## config.mk

```make
export PLATFORM = sky130hd
export DESIGN_NAME = mtl_scan_timing_gen_flat
export DESIGN_NICKNAME = d
export VERILOG_FILES = /design/src/rtl/mtl_scan_timing_gen_if.sv /design/src/rtl/mtl_scan_timing_gen.sv /design/src/flat_wrapper.sv
export SDC_FILE = /design/constraint.sdc
export NUM_CORES = 1
export LEC_CHECK = 0
export CAP_MARGIN = 20
export CORE_UTILIZATION = 60
export CTS_BUF_LIST = sky130_fd_sc_hd__clkbuf_8
export DETAILED_ROUTE_END_ITERATION = 12
export DONT_BUFFER_PORTS = 1
export HOLD_SLACK_MARGIN = 0.03
export PLACE_DENSITY_LB_ADDON = 0.2
export SLEW_MARGIN = 20
export SYNTH_ARGS = -nofsm -noshare
export SYNTH_HDL_FRONTEND = slang
export SYNTH_SLANG_ARGS = --single-unit
```

## constraint.sdc

```tcl
create_clock -name CLK_33 -period 3.4 [get_ports CLK_33]
set_input_delay 0.51 -clock CLK_33 [delete_from_list [all_inputs] [get_ports CLK_33]]
set_output_delay 0.51 -clock CLK_33 [all_outputs]
set_load 0.05 [all_outputs]
```

## src/rtl/mtl_scan_timing_gen_if.sv

```systemverilog
// Renderer-side bus of the MTL scan timing generator: scan position out,
// registered RGB back in.
interface mtl_scan_timing_gen_if;
  logic [10:0] x_cnt;
  logic [9:0]  y_cnt;
  logic        active;
  logic [7:0]  red;
  logic [7:0]  green;
  logic [7:0]  blue;

  modport master (output x_cnt, y_cnt, active, input red, green, blue);
  modport slave  (input x_cnt, y_cnt, active, output red, green, blue);
endinterface

```

## src/rtl/mtl_scan_timing_gen.sv

```systemverilog
// Raster scan timing for the 800x480 MTL panel: counters, delay-aligned sync/DE, blanked RGB.
// Optional macro TEST_PATTERN_EN adds eight vertical colour bars selected by test_mode.
module mtl_scan_timing_gen #(
  parameter int H_ACT    = 800,
  parameter int H_FP     = 210,
  parameter int H_SYNC   = 30,
  parameter int H_BP     = 16,
  parameter int V_ACT    = 480,
  parameter int V_FP     = 22,
  parameter int V_SYNC   = 13,
  parameter int V_BP     = 10,
  parameter int PIPE_LAT = 1
) (
  input  logic                  CLK_33,
  input  logic                  reset,
  input  logic                  test_mode,
  mtl_scan_timing_gen_if.master rnd,
  output logic                  hd,
  output logic                  vd,
  output logic                  den,
  output logic [7:0]            lcd_r,
  output logic [7:0]            lcd_g,
  output logic [7:0]            lcd_b,
  output logic                  frame_tick,
  output logic [15:0]           frame_cnt
);

  localparam int H_TOT = H_SYNC + H_BP + H_ACT + H_FP;
  localparam int V_TOT = V_SYNC + V_BP + V_ACT + V_FP;
  localparam logic [10:0] H_LAST = 11'(H_TOT - 1);
  localparam logic [10:0] H_SY   = 11'(H_SYNC);
  localparam logic [10:0] H_VS   = 11'(H_SYNC + H_BP);
  localparam logic [10:0] H_VE   = 11'(H_SYNC + H_BP + H_ACT - 1);
  localparam logic [9:0]  V_LAST = 10'(V_TOT - 1);
  localparam logic [9:0]  V_SY   = 10'(V_SYNC);
  localparam logic [9:0]  V_VS   = 10'(V_SYNC + V_BP);
  localparam logic [9:0]  V_VE   = 10'(V_SYNC + V_BP + V_ACT - 1);

  logic [10:0]         x_q, x_d;
  logic [9:0]          y_q, y_d;
  logic                hs_raw, vs_raw, active;
  logic [PIPE_LAT-1:0] hs_pipe_q, hs_pipe_d;
  logic [PIPE_LAT-1:0] vs_pipe_q, vs_pipe_d;
  logic [PIPE_LAT-1:0] de_pipe_q, de_pipe_d;
  logic                hd_q, hd_d, vd_q, vd_d, den_q, den_d;
  logic [7:0]          lcd_r_q, lcd_r_d, lcd_g_q, lcd_g_d, lcd_b_q, lcd_b_d;
  logic                frame_tick_q, frame_tick_d;
  logic [15:0]         frame_cnt_q, frame_cnt_d;

`ifdef TEST_PATTERN_EN
  localparam int BAR_W = H_ACT / 8;
  logic [10:0] bar_off;
  logic [2:0]  bar_idx;
  logic [2:0]  pat_raw;
  logic [2:0]  pat_pipe_q [PIPE_LAT];
  logic [2:0]  pat_pipe_d [PIPE_LAT];
`else
  logic unused_test_mode;
  assign unused_test_mode = test_mode;
`endif

  always_comb begin
    x_d = x_q + 11'd1;
    y_d = y_q;
    if (x_q == H_LAST) begin
      x_d = '0;
      y_d = (y_q == V_LAST) ? '0 : y_q + 10'd1;
    end

    hs_raw = (x_q >= H_SY);
    vs_raw = (y_q >= V_SY);
    active = (x_q >= H_VS) && (x_q <= H_VE) && (y_q >= V_VS) && (y_q <= V_VE);

    hs_pipe_d    = hs_pipe_q;
    vs_pipe_d    = vs_pipe_q;
    de_pipe_d    = de_pipe_q;
    hs_pipe_d[0] = hs_raw;
    vs_pipe_d[0] = vs_raw;
    de_pipe_d[0] = active;
    for (int i = 1; i < PIPE_LAT; i++) begin
      hs_pipe_d[i] = hs_pipe_q[i-1];
      vs_pipe_d[i] = vs_pipe_q[i-1];
      de_pipe_d[i] = de_pipe_q[i-1];
    end

    hd_d  = hs_pipe_q[PIPE_LAT-1];
    vd_d  = vs_pipe_q[PIPE_LAT-1];
    den_d = de_pipe_q[PIPE_LAT-1];

    lcd_r_d = '0;
    lcd_g_d = '0;
    lcd_b_d = '0;
    if (de_pipe_q[PIPE_LAT-1]) begin
      lcd_r_d = rnd.red;
      lcd_g_d = rnd.green;
      lcd_b_d = rnd.blue;
    end

`ifdef TEST_PATTERN_EN
    // Bar order white..black maps to {r,g,b} = {~idx[1], ~idx[2], ~idx[0]}
    bar_off = x_q - H_VS;
    bar_idx = 3'(bar_off / 11'(BAR_W));
    pat_raw = {~bar_idx[1], ~bar_idx[2], ~bar_idx[0]};
    pat_pipe_d[0] = pat_raw;
    for (int i = 1; i < PIPE_LAT; i++) pat_pipe_d[i] = pat_pipe_q[i-1];
    if (de_pipe_q[PIPE_LAT-1] && test_mode) begin
      lcd_r_d = {8{pat_pipe_q[PIPE_LAT-1][2]}};
      lcd_g_d = {8{pat_pipe_q[PIPE_LAT-1][1]}};
      lcd_b_d = {8{pat_pipe_q[PIPE_LAT-1][0]}};
    end
`endif

    frame_tick_d = (x_q == H_LAST) && (y_q == V_VE);
    frame_cnt_d  = frame_cnt_q + {15'd0, frame_tick_d};
  end

  always_ff @(posedge CLK_33) begin
    if (reset) begin
      x_q          <= '0;
      y_q          <= '0;
      hs_pipe_q    <= '1;
      vs_pipe_q    <= '1;
      de_pipe_q    <= '0;
      hd_q         <= 1'b1;
      vd_q         <= 1'b1;
      den_q        <= 1'b0;
      lcd_r_q      <= '0;
      lcd_g_q      <= '0;
      lcd_b_q      <= '0;
      frame_tick_q <= 1'b0;
      frame_cnt_q  <= '0;
`ifdef TEST_PATTERN_EN
      pat_pipe_q   <= '{default: '0};
`endif
    end else begin
      x_q          <= x_d;
      y_q          <= y_d;
      hs_pipe_q    <= hs_pipe_d;
      vs_pipe_q    <= vs_pipe_d;
      de_pipe_q    <= de_pipe_d;
      hd_q         <= hd_d;
      vd_q         <= vd_d;
      den_q        <= den_d;
      lcd_r_q      <= lcd_r_d;
      lcd_g_q      <= lcd_g_d;
      lcd_b_q      <= lcd_b_d;
      frame_tick_q <= frame_tick_d;
      frame_cnt_q  <= frame_cnt_d;
`ifdef TEST_PATTERN_EN
      pat_pipe_q   <= pat_pipe_d;
`endif
    end
  end

  assign rnd.x_cnt  = x_q;
  assign rnd.y_cnt  = y_q;
  assign rnd.active = active;
  assign hd         = hd_q;
  assign vd         = vd_q;
  assign den        = den_q;
  assign lcd_r      = lcd_r_q;
  assign lcd_g      = lcd_g_q;
  assign lcd_b      = lcd_b_q;
  assign frame_tick = frame_tick_q;
  assign frame_cnt  = frame_cnt_q;

endmodule
```

## src/flat_wrapper.sv

```systemverilog
// flat-port wrapper written by rule: the top's interface ports become plain ports
module mtl_scan_timing_gen_flat 
#(
  parameter int H_ACT    = 800,
  parameter int H_FP     = 210,
  parameter int H_SYNC   = 30,
  parameter int H_BP     = 16,
  parameter int V_ACT    = 480,
  parameter int V_FP     = 22,
  parameter int V_SYNC   = 13,
  parameter int V_BP     = 10,
  parameter int PIPE_LAT = 1
)
  (CLK_33, reset, test_mode, hd, vd, den, lcd_r, lcd_g, lcd_b, frame_tick, frame_cnt, rnd_x_cnt, rnd_y_cnt, rnd_active, rnd_red, rnd_green, rnd_blue);
  mtl_scan_timing_gen_if rnd_i ();
  input  logic CLK_33;
  input  logic reset;
  input  logic test_mode;
  output logic hd;
  output logic vd;
  output logic den;
  output logic [7:0] lcd_r;
  output logic [7:0] lcd_g;
  output logic [7:0] lcd_b;
  output logic frame_tick;
  output logic [15:0] frame_cnt;
  output wire logic [$bits(rnd_i.x_cnt)-1:0] rnd_x_cnt;
  output wire logic [$bits(rnd_i.y_cnt)-1:0] rnd_y_cnt;
  output wire logic [$bits(rnd_i.active)-1:0] rnd_active;
  input wire logic [$bits(rnd_i.red)-1:0] rnd_red;
  input wire logic [$bits(rnd_i.green)-1:0] rnd_green;
  input wire logic [$bits(rnd_i.blue)-1:0] rnd_blue;
  assign rnd_x_cnt = rnd_i.x_cnt;
  assign rnd_y_cnt = rnd_i.y_cnt;
  assign rnd_active = rnd_i.active;
  assign rnd_i.red = rnd_red;
  assign rnd_i.green = rnd_green;
  assign rnd_i.blue = rnd_blue;
  mtl_scan_timing_gen #(.H_ACT(H_ACT), .H_FP(H_FP), .H_SYNC(H_SYNC), .H_BP(H_BP), .V_ACT(V_ACT), .V_FP(V_FP), .V_SYNC(V_SYNC), .V_BP(V_BP), .PIPE_LAT(PIPE_LAT)) u_core (.CLK_33(CLK_33), .reset(reset), .test_mode(test_mode), .rnd(rnd_i), .hd(hd), .vd(vd), .den(den), .lcd_r(lcd_r), .lcd_g(lcd_g), .lcd_b(lcd_b), .frame_tick(frame_tick), .frame_cnt(frame_cnt));
endmodule
```

==> impl_metrics.csv, run 1 <==
group,metric,value,unit
yosys,post_synth_fa_ha_maj_area_fraction,4.99,%
setup_path,cp_slowest_stage_delay,620,ps
drt,vias_per_cell,5.62,
floorplanning,fp-row-count,24,
clocking,numCtsBuffers,9,
yosys,seq_area_frac_synth,49.4,%
setup_path,cp_num_buf_inv,0,
grt,grt_max_degree,31,
clocking,cts_tree,"yes",
yosys,synthFlopType,"dfxtp_1",
floorplanning,die-width,69.8,um
timing,slew_headroom,47.5,%
floorplanning,start_util,62.9,%
setup_path,r2r_slack,380,ps
timing,hold_viol,0,
yosys,synth_top_family_by_area,"simple AND/OR/NAND/NOR gates",
timing,clock_skew,6.02,ps
pwr,max-vdd-ir-drop,0.276,mV
drt,drtIter0Drc,81,
clocking,cts_sinks,68,
setup_path,cp-start-kind,"flip-flop",
drt,post_drt_wl_per_cell,13.9,um
setup_path,cpMaxStageDelayCell,"or4_4",
placement,placed_cells,353,
final_layout,finalNetCount,350,
yosys,synth_xor_area_share,6.67,%
timing,finalMaxSlewViolations,0,
final_layout,drive_gt1_share,14.5,%
final_layout,syn_to_final_growth,13.6,%
timing,worstMarginPinSlew,786,ps
drt,firstDrtPassIters,4,
grt,grt_pass1_vias,1852,
setup_path,path_delay_family,"simple AND/OR/NAND/NOR gates",
timing,finalSetupTns,0,ps
job,max_cap_viol_count,0,
setup_path,worst-setup-path-type,"reg2reg",
floorplanning,ios,93,
floorplanning,die-area,4870,um2
setup_path,crit_arrival,3290,ps
drt,postRouteAntennaNets,0,
pwr,power,0.00152,W
setup_path,crit_path_end_kind,"flip-flop",
yosys,synthCells,292,
grt,grt_pass1_wl,8.53,mm
yosys,yosysTopAreaCellShare,49.4,%
setup_path,crit_fanout,10,
clocking,post-cts-setup-buffer-count,0,
final_layout,finalCoreUtilization,71.4,%
yosys,synth_compound_area_share,7.22,%
placement,io_buffers,0,
grt,antenna_found_initial,0,
yosys,synth_most_common_cell,"dfxtp_1",
grt,overflow,0,
timing,setup_viol,0,
yosys,netlist_area,2760,um2
timing,rsz0062_at_grt,"false",
placement,dp_hpwl,3.73,mm
setup_path,cp_cell_sequence,"or4_4 -> nor3_2 -> nand3_1 -> nor2b_1 -> ha_1 -> nand2_1 -> or3_1 -> or4_1 -> a21oi_1",
yosys,synth_edf_count,0,
yosys,yosys.area_share.simple,27.8,%
grt,grt_usage,21.9,%
clocking,h-tree-depth,3,
final_layout,diodes,0,
pwr,power_leakage,1.15,nW
drt,drt_drc_violations_left,0,
hold_path,hold_class,"in2reg",
clocking,holdBufCountCts,0,
yosys,yosysUniqueCellTypes,42,
clocking,clkTransAtPathRegs,80,ps
pwr,p_per_area,485,nW/um2
clocking,clockBufferDepth,2,
clocking,cts_resized,0,
yosys,yosysTopAreaCell,"dfxtp_1",
timing,fin_hold_ws,243,ps
yosys,synth_async_sr_flop_share,0,%
floorplanning,die_h,69.8,um
floorplanning,core,4380,um2
clocking,cts-root-buf,"clkbuf_8",
timing,fmax,0.331,GHz
yosys,ys_warn_count,0,
timing,min_period,3020,ps
timing,fin_crit_sh,88.8,%
clocking,clk_latency,340,ps
setup_path,cp.required,3670,ps
placement,gp_congestion,0.866,
yosys,ys_top_cells_by_count,"dfxtp_1, nor2_1, and2_1",
drt,via_count,2072,
final_layout,final_cells,369,
yosys,ys_ff_latch,68,
status,outcome,"completed",
yosys,synthMuxAreaShare,0.363,%
drt,wl,5.12,mm
yosys,synth.net_count,330,
yosys,synth_area_leaders,"dfxtp_1, and2_1, ha_1",
yosys,avgSynthCellArea,9.44,um2
==> final timing paths <==
kind,cells past startpoint,startpoint,endpoint
max reg2reg,9,u_core.rnd.x_cnt[7],u_core.frame_cnt[15]
min reg2reg,1,u_core.hd_d,u_core.hd
max,9,u_core.rnd.x_cnt[7],u_core.frame_cnt[15]
min,1,reset,u_core.rnd.y_cnt[1]
==> cell type report <==
class	instances	area (um2)
Multi-Input combinational cell	202	1310
Timing Repair Buffer	21	158
Tap cell	52	65.1
Inverter	10	37.5
Clock buffer	9	124
Fill cell	353	1250
Clock inverter	7	81.3
Sequential cell	68	1360
==> placed cells by master, fill, tap and decap left out, types with 6 or more instances in the layout <==
master / instances
dfxtp_1: 68
or3_1: 7
inv_1: 10
buf_4: 21
and2_1: 25
nand4_1: 9
o21ai_0: 7
xnor2_1: 15
nor2_1: 29
nand3_1: 14
nor4_1: 11
a21oi_1: 10
nor3_1: 6
nand2_1: 16
ha_1: 11
clkbuf_8: 9
xor2_1: 6
==> where the power goes <==
group / switching (W) / internal [W] / total [W]
Combinational: 0.0000259 / 0.0000109 / 0.0000368
Clock: 0.000323 / 0.000350 / 0.000673
Sequential: 0.00000676 / 0.000801 / 0.000808
Total: 0.000356 / 0.00116 / 0.00152
==> flip-flops by register name, indices dropped and copies added (netlist names) <==
| signal | flops |
|---|---|
| u_core.de_pipe_q | 1 |
| u_core.den | 1 |
| u_core.frame_cnt | 16 |
| u_core.frame_tick | 1 |
| u_core.hd | 1 |
| u_core.hd_d | 1 |
| u_core.lcd_b | 8 |
| u_core.lcd_g | 8 |
| u_core.lcd_r | 8 |
| u_core.rnd.x_cnt | 11 |
| u_core.rnd.y_cnt | 10 |
| u_core.vd | 1 |
| u_core.vd_d | 1 |
==> cell families after synthesis <==
kind of cell	after synthesis
AOI/OAI and AO/OA	30
xor gates and xnor gates	21
adders and majority gates	11
buffers and inverters	22
DFF	68
muxes	1
and+or+nand+nor	139
==> metrics by stage <==
stage / setup WS, ps / instance area [um2]
after floorplan: 126 / 2760
after global placement: 370 / 2920
after detailed placement: 255 / 2920
after CTS: 235 / 3120
after global routing: 111 / 3130
final: 381 / 3130
==> layer usage <==
| layer | wire, um | share of wire, % | up-vias | global-route usage, % |
|---|---|---|---|---|
| met5 | 0 | 0 | - | 0 |
| met4 | 74 | 1.4 | 0 | 9.78 |
| met3 | 353 | 6.9 | 10 | 9.16 |
| met2 | 2450 | 48 | 71 | 34.0 |
| met1 | 2250 | 44 | 941 | 26.5 |
| li1 | - | - | 1050 | - |
==> worst register-to-register path, cell delays in order (launching register included) <==
cell,delay [ps]
dfxtp_1,320
or4_4,620
nor3_2,310
nand3_1,170
nor2b_1,200
ha_1,200
nand2_1,110
or3_1,460
or4_1,420
a21oi_1,150
Power figures use the tool's default switching activity.
==> run 2: changes to the inputs <==
- CORE_UTILIZATION: 60 -> 47
- DONT_BUFFER_PORTS: 1 -> not set
==> run 2 against run 1 <==
Compared with the run above: die area is 27% higher; sequential power about the same; critical path type is now reg2out; final area up 26%; register-to-register slack better by 20 ps; largest cell class unchanged; core utilization fell by 0.39 points; critical endpoint is now rnd_active; cell count grew 26%; largest power group unchanged.
==> impl_metrics.csv, run 2 (synthesis gave the netlist of run 1 again) <==
group,metric,value,unit
floorplanning,core,5570,um2
hold_path,hold_class,"reg2reg",
clocking,holdBufCountCts,0,
timing,rsz0062_at_grt,"false",
setup_path,reg2reg_from,"u_core.rnd.x_cnt[7]",
final_layout,nFillCells,444,
final_layout,finalCoreUtilization,71.0,%
pwr,intPower,0.00126,W
final_layout,drive_gt1_share,7.40,%
job,max_cap_viol_count,0,
timing,min_period,3190,ps
setup_path,reg2reg_to,"u_core.frame_cnt[15]",
grt,grt_pass1_vias,2107,
placement,placed_cells,448,
floorplanning,die-area,6170,um2
setup_path,cp.required,2890,ps
setup_path,worst-setup-path-type,"reg2out",
timing,fin_crit_sh,93.7,%
floorplanning,fp-row-count,27,
timing,finalMaxSlewViolations,0,
floorplanning,start_util,49.5,%
timing,hold_viol,0,
drt,firstDrtPassIters,4,
placement,gp_congestion,0.837,
drt,wl,6.17,mm
clocking,clockBufferDepth,2,
final_layout,multi_input_area,1300,um2
setup_path,critical_path.endpoint,"rnd_active",
clocking,clkTransAtPathRegs,70,ps
setup_path,crit_path_end_kind,"primary output",
status,outcome,"completed",
grt,overflow,0,
timing,setup_viol,0,
final_layout,syn_to_final_growth,43.7,%
placement,dp_hpwl,4.33,mm
pwr,p_sw,0.000357,W
setup_path,crit_fanout,7,
final_layout,largest_register_ffs,16,
setup_path,cp-start-kind,"flip-flop",
setup_path,crit_start,"u_core.rnd.y_cnt[1]",
pwr,p_per_area,408,nW/um2
setup_path,cpMaxStageDelayCell,"clkdlybuf4s50_1",
drt,via_count,2349,
timing,worstMarginPinSlew,719,ps
drt,post_drt_wl_per_cell,13.3,um
pwr,power_leakage,1.40,nW
drt,drt_drc_violations_left,0,
timing,finalSetupTns,0,ps
pwr,max-vdd-ir-drop,0.305,mV
floorplanning,ios,93,
clocking,clk_latency,350,ps
final_layout,finalNetCount,425,
clocking,cts-root-buf,"clkbuf_8",
setup_path,cp_cell_sequence,"ha_1 -> a21oi_1 -> o21a_1 -> a311o_1 -> nor3_1 -> clkdlybuf4s50_1",
drt,vias_per_cell,5.06,
setup_path,r2r_cells,10,
clocking,cts_tree,"yes",
timing,clock_skew,15.1,ps
clocking,h-tree-depth,3,
clocking,numCtsBuffers,9,
grt,grt_usage,20.8,%
clocking,cts_sinks,68,
setup_path,cp_slowest_stage_delay,840,ps
setup_path,r2r_slack,400,ps
final_layout,diodes,0,
grt,grt_max_degree,30,
floorplanning,die_h,78.6,um
pwr,pwr-share-seq,50.0,%
final_layout,most-common-layout-cells,"clkdlybuf4s50_1, dfxtp_1, nor2_1",
final_layout,layout_commonest_cell,"clkdlybuf4s50_1",
pwr,p_sw_share,22.1,%
final_layout,final_cells,464,
placement,io_buffers,91,
clocking,cts_resized,0,
drt,drtIter0Drc,69,
grt,antenna_found_initial,0,
final_layout,area.sequential,1360,um2
setup_path,crit_arrival,2680,ps
floorplanning,die-width,78.6,um
pwr,power,0.00161,W
pwr,p_clk_share,45.3,%
drt,postRouteAntennaNets,0,
clocking,post-cts-setup-buffer-count,0,
timing,slew_headroom,51.9,%
timing,fmax,0.314,GHz
grt,grt_pass1_wl,9.81,mm
pwr,comb_power_share,4.7,%
## run 2: cell count changes in the layout (fill, tap and decap cells not counted), sizes merged
cell,delta
clkdlybuf4s50,+91
clkinv,+2
inv,-3
buf,-16
bufinv,+1
## run 2: critical path: cells and delay by family (launching register included)
family,cells,cell delay (ps)
buf+inv,1,840
fa+ha+maj,1,270
compound gates,3,610
simple gates,1,190
flops,1,430
## run 2: routing by layer
layer	track usage, %	part of all wire (%)	routed length (um)
met1	24.8	43	2630
met2	35.5	51	3140
met3	5.35	5.5	339
met4	8.33	0.99	61
met5	0	0	0
## run 2: metrics by stage
step / hold slack (ps) / worst slack [ps] / instance area [um2]
after floorplan: 389 / 126 / 2760
after global routing: 409 / 101 / 3960
after CTS: 405 / 206 / 3960
after detailed placement: 400 / 416 / 3740
final: 410 / 213 / 3960
after global placement: 394 / 470 / 3730
## run 2: how the worst min path moves through the flow
stage	start	endpoint	depth (start not counted)
finish	u_core.vd_d	u_core.vd	1
global route	u_core.vd_d	u_core.vd	1
CTS	u_core.vd_d	u_core.vd	1
detailed placement	u_core.vd_d	u_core.vd	1
global placement	u_core.hd_d	u_core.hd	1
floorplan	u_core.hd_d	u_core.hd	1
## run 2: power groups by stage
stage                     Clock (W)  Sequential [W]  Combinational, W
final                      0.000731        0.000807         0.0000763
after global routing       0.000777        0.000808         0.0000820
after CTS                  0.000748        0.000807         0.0000770
after detailed placement          0        0.000825         0.0000760
after global placement            0        0.000825         0.0000756
after floorplan                   0        0.000840         0.0000195
## run 2: cell type report
type	count	area share (%)
clock buffer	9	3.13
tap	72	2.27
multi-input combinational	202	32.8
sequential	68	34.4
inverter	10	0.948
clock inverter	7	2.50
timing repair buffer	96	23.9
